File: src/rtl/pc_ctrl_pkg.sv
// Shared constants for the PC control block: condition codes, flag bit positions,
// branch-history counter encodings and the counter saturation helper.
package pc_ctrl_pkg;

    localparam logic [2:0] COND_NE     = 3'b000;
    localparam logic [2:0] COND_EQ     = 3'b001;
    localparam logic [2:0] COND_GT     = 3'b010;
    localparam logic [2:0] COND_LT     = 3'b011;
    localparam logic [2:0] COND_GE     = 3'b100;
    localparam logic [2:0] COND_LE     = 3'b101;
    localparam logic [2:0] COND_OV     = 3'b110;
    localparam logic [2:0] COND_UNCOND = 3'b111;

    localparam int FLAG_N = 0;
    localparam int FLAG_Z = 1;
    localparam int FLAG_V = 2;

    typedef enum logic [1:0] {
        SNT = 2'b00,
        WNT = 2'b01,
        WT  = 2'b10,
        ST  = 2'b11
    } bht_cnt_e;

    localparam logic [1:0] CNT_RESET = WNT;

    // Move one step toward the resolved outcome, sticking at both ends.
    function automatic logic [1:0] cnt_step(input logic [1:0] cnt, input logic taken);
        logic [1:0] nxt;
        nxt = cnt;
        if (taken && cnt != ST)
            nxt = cnt + 2'd1;
        else if (!taken && cnt != SNT)
            nxt = cnt - 2'd1;
        return nxt;
    endfunction

endpackage

File: src/rtl/pc_cond_eval.sv
// Combinational branch condition evaluator: maps a 3-bit condition code and
// the {V,Z,N} flags to a taken decision.
module pc_cond_eval
    import pc_ctrl_pkg::*;
(
    input  logic [2:0] d_cond,
    input  logic [2:0] flags,
    output logic       taken
);

    logic n_f, z_f, v_f;

    assign n_f = flags[FLAG_N];
    assign z_f = flags[FLAG_Z];
    assign v_f = flags[FLAG_V];

    always_comb begin
        taken = 1'b0;
        case (d_cond)
            COND_NE:     taken = ~z_f;
            COND_EQ:     taken = z_f;
            COND_GT:     taken = ~z_f & ~n_f;
            COND_LT:     taken = n_f;
            COND_GE:     taken = z_f | (~z_f & ~n_f);
            COND_LE:     taken = n_f | z_f;
            COND_OV:     taken = v_f;
            COND_UNCOND: taken = 1'b1;
            default:     taken = 1'b0;
        endcase
    end

endmodule

File: src/rtl/pc_control_bp.sv
// PC register and next-fetch-address generator with decode-stage branch resolution.
// Define PC_CTRL_BHT_EN for a 2-bit counter predictor; otherwise branches are static not-taken.
module pc_control_bp
    import pc_ctrl_pkg::*;
#(
    parameter int DATA_W    = 16,
    parameter int OFF_W     = 9,
    parameter int BHT_DEPTH = 8
) (
    input  logic              clk,
    input  logic              rst,
    input  logic              stall,
    input  logic              f_is_br,
    input  logic              f_is_hlt,
    input  logic [OFF_W-1:0]  f_imm,
    input  logic              d_is_br,
    input  logic              d_is_br_reg,
    input  logic [2:0]        d_cond,
    input  logic [OFF_W-1:0]  d_imm,
    input  logic [DATA_W-1:0] d_reg_addr,
    input  logic [DATA_W-1:0] d_pc,
    input  logic              d_pred_taken,
    input  logic [2:0]        flags,
    output logic [DATA_W-1:0] pc_out,
    output logic [DATA_W-1:0] pc_plus2,
    output logic              f_pred_taken,
    output logic              flush,
    output logic              halted
);

    localparam int IDX_W = $clog2(BHT_DEPTH);
    localparam logic [DATA_W-1:0] PC_STEP = DATA_W'(2);

    // Sign-extended word offset converted to a byte offset.
    function automatic logic [DATA_W-1:0] byte_off(input logic [OFF_W-1:0] imm);
        logic [DATA_W-1:0] ext;
        ext = {{(DATA_W-OFF_W){imm[OFF_W-1]}}, imm};
        return {ext[DATA_W-2:0], 1'b0};
    endfunction

    logic [DATA_W-1:0] pc_q, pc_d;
    logic              halted_q, halted_d;
    logic [DATA_W-1:0] f_tgt, d_seq, d_tgt, redirect;
    logic              cond_taken, flush_c, b_resolve, pred_bit;

    assign f_tgt = pc_q + PC_STEP + byte_off(f_imm);
    assign d_seq = d_pc + PC_STEP;
    assign d_tgt = d_seq + byte_off(d_imm);

    pc_cond_eval u_cond (
        .d_cond (d_cond),
        .flags  (flags),
        .taken  (cond_taken)
    );

`ifdef PC_CTRL_BHT_EN
    logic [1:0]       cnt_q [BHT_DEPTH];
    logic [IDX_W-1:0] idx_f, idx_d;

    assign idx_f    = pc_q[IDX_W:1];
    assign idx_d    = d_pc[IDX_W:1];
    assign pred_bit = cnt_q[idx_f][1];

    always_ff @(posedge clk) begin
        if (rst) begin
            for (int i = 0; i < BHT_DEPTH; i++)
                cnt_q[i] <= CNT_RESET;
        end else if (b_resolve) begin
            cnt_q[idx_d] <= cnt_step(cnt_q[idx_d], cond_taken);
        end
    end
`else
    logic unused_pred;
    assign unused_pred = d_pred_taken;
    assign pred_bit    = 1'b0;
`endif

    // Decode-stage resolution; a BR wins if both branch kinds are flagged.
    always_comb begin
        flush_c   = 1'b0;
        b_resolve = 1'b0;
        redirect  = d_seq;
        if (!rst && !stall) begin
            if (d_is_br_reg) begin
                flush_c  = cond_taken;
                redirect = d_reg_addr;
            end else if (d_is_br) begin
                b_resolve = 1'b1;
                redirect  = cond_taken ? d_tgt : d_seq;
`ifdef PC_CTRL_BHT_EN
                flush_c   = cond_taken != d_pred_taken;
`else
                flush_c   = cond_taken;
`endif
            end
        end
    end

    assign f_pred_taken = ~rst & f_is_br & ~halted_q & pred_bit;

    always_comb begin
        pc_d     = pc_q;
        halted_d = halted_q;
        if (stall) begin
            pc_d = pc_q;
        end else if (flush_c) begin
            pc_d     = redirect;
            halted_d = 1'b0;
        end else if (halted_q) begin
            pc_d = pc_q;
        end else if (f_is_hlt) begin
            halted_d = 1'b1;
        end else if (f_pred_taken) begin
            pc_d = f_tgt;
        end else begin
            pc_d = pc_q + PC_STEP;
        end
    end

    always_ff @(posedge clk) begin
        if (rst) begin
            pc_q     <= '0;
            halted_q <= 1'b0;
        end else begin
            pc_q     <= pc_d;
            halted_q <= halted_d;
        end
    end

    assign pc_out   = pc_q;
    assign pc_plus2 = pc_q + PC_STEP;
    assign flush    = flush_c;
    assign halted   = halted_q;

endmodule

File: config.mk
export PLATFORM = sky130hd
export DESIGN_NAME = pc_control_bp
export DESIGN_NICKNAME = d
export VERILOG_FILES = /design/src/rtl/pc_ctrl_pkg.sv /design/src/rtl/pc_cond_eval.sv /design/src/rtl/pc_control_bp.sv
export SDC_FILE = /design/constraint.sdc
export NUM_CORES = 1
export LEC_CHECK = 0
export BUFFER_PORTS_ARGS = -buffer_cell sky130_fd_sc_hd__buf_2
export CELL_PAD_IN_SITES_DETAIL_PLACEMENT = 1
export CELL_PAD_IN_SITES_GLOBAL_PLACEMENT = 1
export CORE_ASPECT_RATIO = 1.1
export CORE_MARGIN = 1.5
export CORE_UTILIZATION = 35
export CTS_BUF_LIST = sky130_fd_sc_hd__clkbuf_8
export CTS_CLUSTER_SIZE = 16
export DETAILED_ROUTE_END_ITERATION = 8
export PLACE_DENSITY = 0.93
export SLEW_MARGIN = 20
export SYNTH_ARGS = -nofsm -noshare
export SYNTH_HDL_FRONTEND = slang
export SYNTH_SLANG_ARGS = --single-unit
File: constraint.sdc
create_clock -name clk -period 3.78 [get_ports clk]
set_clock_uncertainty 0.05 [all_clocks]
set_input_delay 0.756 -clock clk [delete_from_list [all_inputs] [get_ports clk]]
set_output_delay 0.756 -clock clk [all_outputs]
set_load 0.01 [all_outputs]
==> metrics.sh <==
POST-SYNTH-TOP-AREA-FRACTION_PCT=14.9
ANTENNA-DIODE-COUNT=0
TRITONCTS='built'
ACTUAL_SLEW_AT_THE_WORST_MAX_SLEW_PIN_NS=0.540
NUM-FILL-CELLS=833
WIRE_LENGTH_OF_THE_FIRST_GLOBAL_ROUTING_PASS_UM=12100
FINAL_NETS=472
CLK_LATENCY_NS=0.25
TOP_USAGE_LAYER_GRT='met2'
SYNTH_TOP_FLOP_CELL='sky130_fd_sc_hd__dfxtp_1'
SYNTH_COMPOUND_AREA_SHARE_PCT=24.6
WL_UM=7310
NETLIST.TOP_CELL.BY_AREA='sky130_fd_sc_hd__dfxtp_1'
NUMBER_OF_HOLD_VIOLATIONS_IN_THE_FINAL_REPORT=0
LAYOUT_COMMON_CELLS='sky130_fd_sc_hd__buf_2 (86), sky130_fd_sc_hd__nand2_1 (26), sky130_fd_sc_hd__xnor2_1 (26)'
POWER_PER_CELL_AREA_nW_PER_UM2=238
POST_CTS_RESIZE_COUNT=0
GR-USAGE-ALL-LAYERS_PCT=21.5
SYN_AREA_PER_CELL_UM2=7.57
STATIC-LEAKAGE-POWER_nW=1.34
NUMPLACEDINSTANCES=462
TIMING.CRITICAL_PATH.TO_TYPE='flip-flop'
TIMING.FINAL.SETUP_VIOLATIONS=0
STARTPOINT_TYPE='input port'
TIMING.FINAL.CRIT_SHARE_PCT=87.6
REG2REGPATHDEPTH=8
MAX-VDD-IR-DROP_uV=88.1
MET3_TRACK_DEMAND_OVER_RESOURCE_IN_GLOBAL_ROUTING_PCT=1.77
INITIAL_ANTENNA_VIOLATION_COUNT=0
SYNTH_SIMPLE_GATE_AREA_SHARE_PCT=26.4
GLOBALROUTEOVERFLOWTOTAL=0
LAYOUTNONFILLERINSTCOUNT=466
LEADING_POST_SYNTHESIS_CELLS_BY_CELL_AREA='sky130_fd_sc_hd__dfxtp_1 (15%), sky130_fd_sc_hd__ha_1 (11%), sky130_fd_sc_hd__xnor2_1 (10%), sky130_fd_sc_hd__nand3_1 (5.3%), sky130_fd_sc_hd__nand2_1 (4.3%)'
HOLDCRITPATHCLASS='flip-flop to flip-flop'
UNREPAIRED_SETUP_ENDPOINTS_AFTER_GLOBAL_ROUTING='false'
CTS.CLK_SLEW.WORST_PATHS_NS=0.07
DIE_AREA_UM2=7030
YOSYSUNIQUECELLTYPES=58
SEQCELLAREA_UM2=340
CLOCK_TREE.ROOT_CELL='sky130_fd_sc_hd__clkbuf_8'
CRIT_FANOUT=4
SYNTH_SEQ_CELLS=17
WORSTPATHREQUIRED_NS=3.90
VIAS_IN_THE_FIRST_GLOBAL_ROUTE=2665
YOSYS.AREA_SHARE.XOR_XNOR_PCT=14.2
SYNTH_EDF_COUNT=0
MAPPED_AREA_UM2=2290
GR_MET1_DEMAND_RESOURCE_PCT=25.2
MAX_CLOCK_FREQ_MHz=302
TOTALPOWERFINAL_W=0.000675
CORE_UM2=6230
WORST_SLEW_MARGIN_REL_PCT=63.5
FLOORPLAN.ROWS=30
SYNTH_TOP_FAMILY_BY_AREA='simple AND/OR/NAND/NOR gates'
DR.FIRST_ITER.DRC_COUNT=111
POST_DRT_VIA_CELL_RATIO=5.58
CTS_MAX_LEVEL=1
SYNTHESIS.INSTANCES=302
INITIAL_UTILIZATION_PCT=36.7
DETAIL_ROUTE.DRC_VIOLATIONS=0
CTS.HOLD.BUFFERS_ADDED=0
DIE_WIDTH_UM=80.1
PORTBUFFERS=86
RUN_STATUS='finished, final reports clean'
MULTI_INPUT_AREA_UM2=1840
WL_PER_CELL_UM=15.7
MOSTFREQUENTLAYOUTCELL='sky130_fd_sc_hd__buf_2'
SYNTHESIS.NETS=387
FINAL_ANTENNA_NET_COUNT=0
DETAILED_PLACE_HPWL_UM=6130
MAXIMUM_NUMBER_OF_PINS_ON_ONE_NET_BEFORE_GLOBAL_ROUTE_REPAIR=24
MIN_PATH_CELLS=2
LAYOUT_OVERHEAD_ON_THE_SYNTHESIZED_AREA_PCT=24.0
SYNTHESIS_WARNINGS=0
DRV_CAP=0
NUM_CTS_BUFFERS=3
LAYOUT-DRIVE-GT1-SHARE_PCT=26.2
DESIGN.PORTCOUNT=99
WORST-ENDPOINT-ARRIVAL_NS=3.43
POST_LAYOUT_MINIMUM_CYCLE_TIME_NS=3.31
POST_SYNTH_MUX_AREA_SHARE_PCT=3.17
DETAILROUTE.VIA_COUNT=2598
GP_CONGESTION=0.854
POST_SYNTH_FA_HA_MAJ_AREA_FRACTION_PCT=11.8
DETAIL_ROUTE.FIRST_PASS.ITERATIONS=4
TNS_NS=0
POSTSYNTH.ASYNCRESETSHARE_PCT=0
GRTUSAGEMET2_PCT=40.7
CRITPATHKIND='input port to flip-flop'
SYNTH_SEQUENTIAL_AREA_RATIO_PCT=14.9
POSTCTSSETUPREPAIRBUFS=0
CHIPHEIGHT_UM=87.8
CTS_SINKS=17
CLOCKBUFFERDEPTH=2
TIMING.FINAL.MAX_SLEW_VIOLATIONS=0
routing by layer:
metal  routed length [um]  part of all wire (%)  vias up
met5                    0                     0        -
met4                  144                   2.0        0
met3                  312                   4.3       15
met2                 3620                    49       81
met1                 3240                    44     1211
li1                     -                     -     1291
power breakdown:
part | switching, W | internal [W] | leakage, nW
Sequential | 0.0000204 | 0.000193 | 0.139
Combinational | 0.000184 | 0.000143 | 1.17
Clock | 0.0000619 | 0.0000721 | 0.0269
Total | 0.000266 | 0.000408 | 1.34
synth_stat cells (all sizes together) (2+ instances only):
| cell | instances |
|---|---|
| dfxtp | 17 |
| nand3 | 26 |
| ha | 20 |
| a311oi | 3 |
| a32oi | 6 |
| nand2 | 26 |
| o22ai | 5 |
| nor3b | 3 |
| a21oi | 18 |
| a211oi | 6 |
| o2111ai | 2 |
| mux2i | 5 |
| and3 | 10 |
| xor2 | 11 |
| buf | 5 |
| nor3 | 7 |
| nor2 | 19 |
| nor2b | 5 |
| nand4 | 6 |
| o21ai | 16 |
| mux2 | 2 |
| a21o | 4 |
| clkbuf | 5 |
| inv | 14 |
| o21a | 2 |
| a31oi | 5 |
| o32ai | 2 |
| o31a | 4 |
| nand2b | 3 |
| xnor2 | 26 |
registers in the layout (all words and copies together), names as in the netlist:
| register | cells |
|---|---|
| halted | 1 |
| pc_out | 16 |
worst max-delay path, stage by stage:
cell and delay [ns]:
sky130_fd_sc_hd__buf_2 0.12, sky130_fd_sc_hd__and3_1 0.19, sky130_fd_sc_hd__and2_0 0.16, sky130_fd_sc_hd__and3_1 0.25, sky130_fd_sc_hd__nand2_1 0.09, sky130_fd_sc_hd__xnor2_1 0.12, sky130_fd_sc_hd__ha_1 0.29, sky130_fd_sc_hd__and3_1 0.18
sky130_fd_sc_hd__nand2_1 0.06, sky130_fd_sc_hd__a21oi_1 0.24, sky130_fd_sc_hd__nor2_1 0.13, sky130_fd_sc_hd__o21ai_0 0.24, sky130_fd_sc_hd__mux2_2 0.37, sky130_fd_sc_hd__a311oi_1 0.24
per-stage QoR:
stage                     cell area, um^2  worst slack, ns  hold slack, ns  util (%)
final                                2840            0.468           0.481      45.5
after global routing                 2840            0.143           0.498      45.5
after CTS                            2840            0.436           0.477      45.5
after detailed placement             2790            0.192           0.467      44.8
after global placement               2790            0.291           0.449      44.8
after floorplan                      2290            0.567           0.469         -
final timing paths:
path / start / endpoint / slack, ns
worst min-delay path: pc_out[0]$_SDFFE_PP0P_ / pc_out[0]$_SDFFE_PP0P_ / 0.48
worst max register to register: pc_out[1]$_SDFFE_PP0P_ / pc_out[15]$_SDFFE_PP0P_ / 1.38
worst max-delay path: d_pc[3] / pc_out[12]$_SDFFE_PP0P_ / 0.47
worst min register to register: pc_out[0]$_SDFFE_PP0P_ / pc_out[0]$_SDFFE_PP0P_ / 0.48
cell families after synthesis:
logic type / after synthesis
mux: 7
buf+inv: 24
compound gates: 82
xor+xnor: 37
flops: 17
fa+ha+maj: 21
simple gates: 113
other cells: 1
cell type report:
class,instances,area share [%]
multi-input cells,261,64.8
repair buffers,90,16.2
flip-flops and latches,17,12.0
well taps,80,3.53
inverters,14,1.85
clock buffers,3,1.46
clock inverters,1,0.132
(Power assumes the default switching activity.)
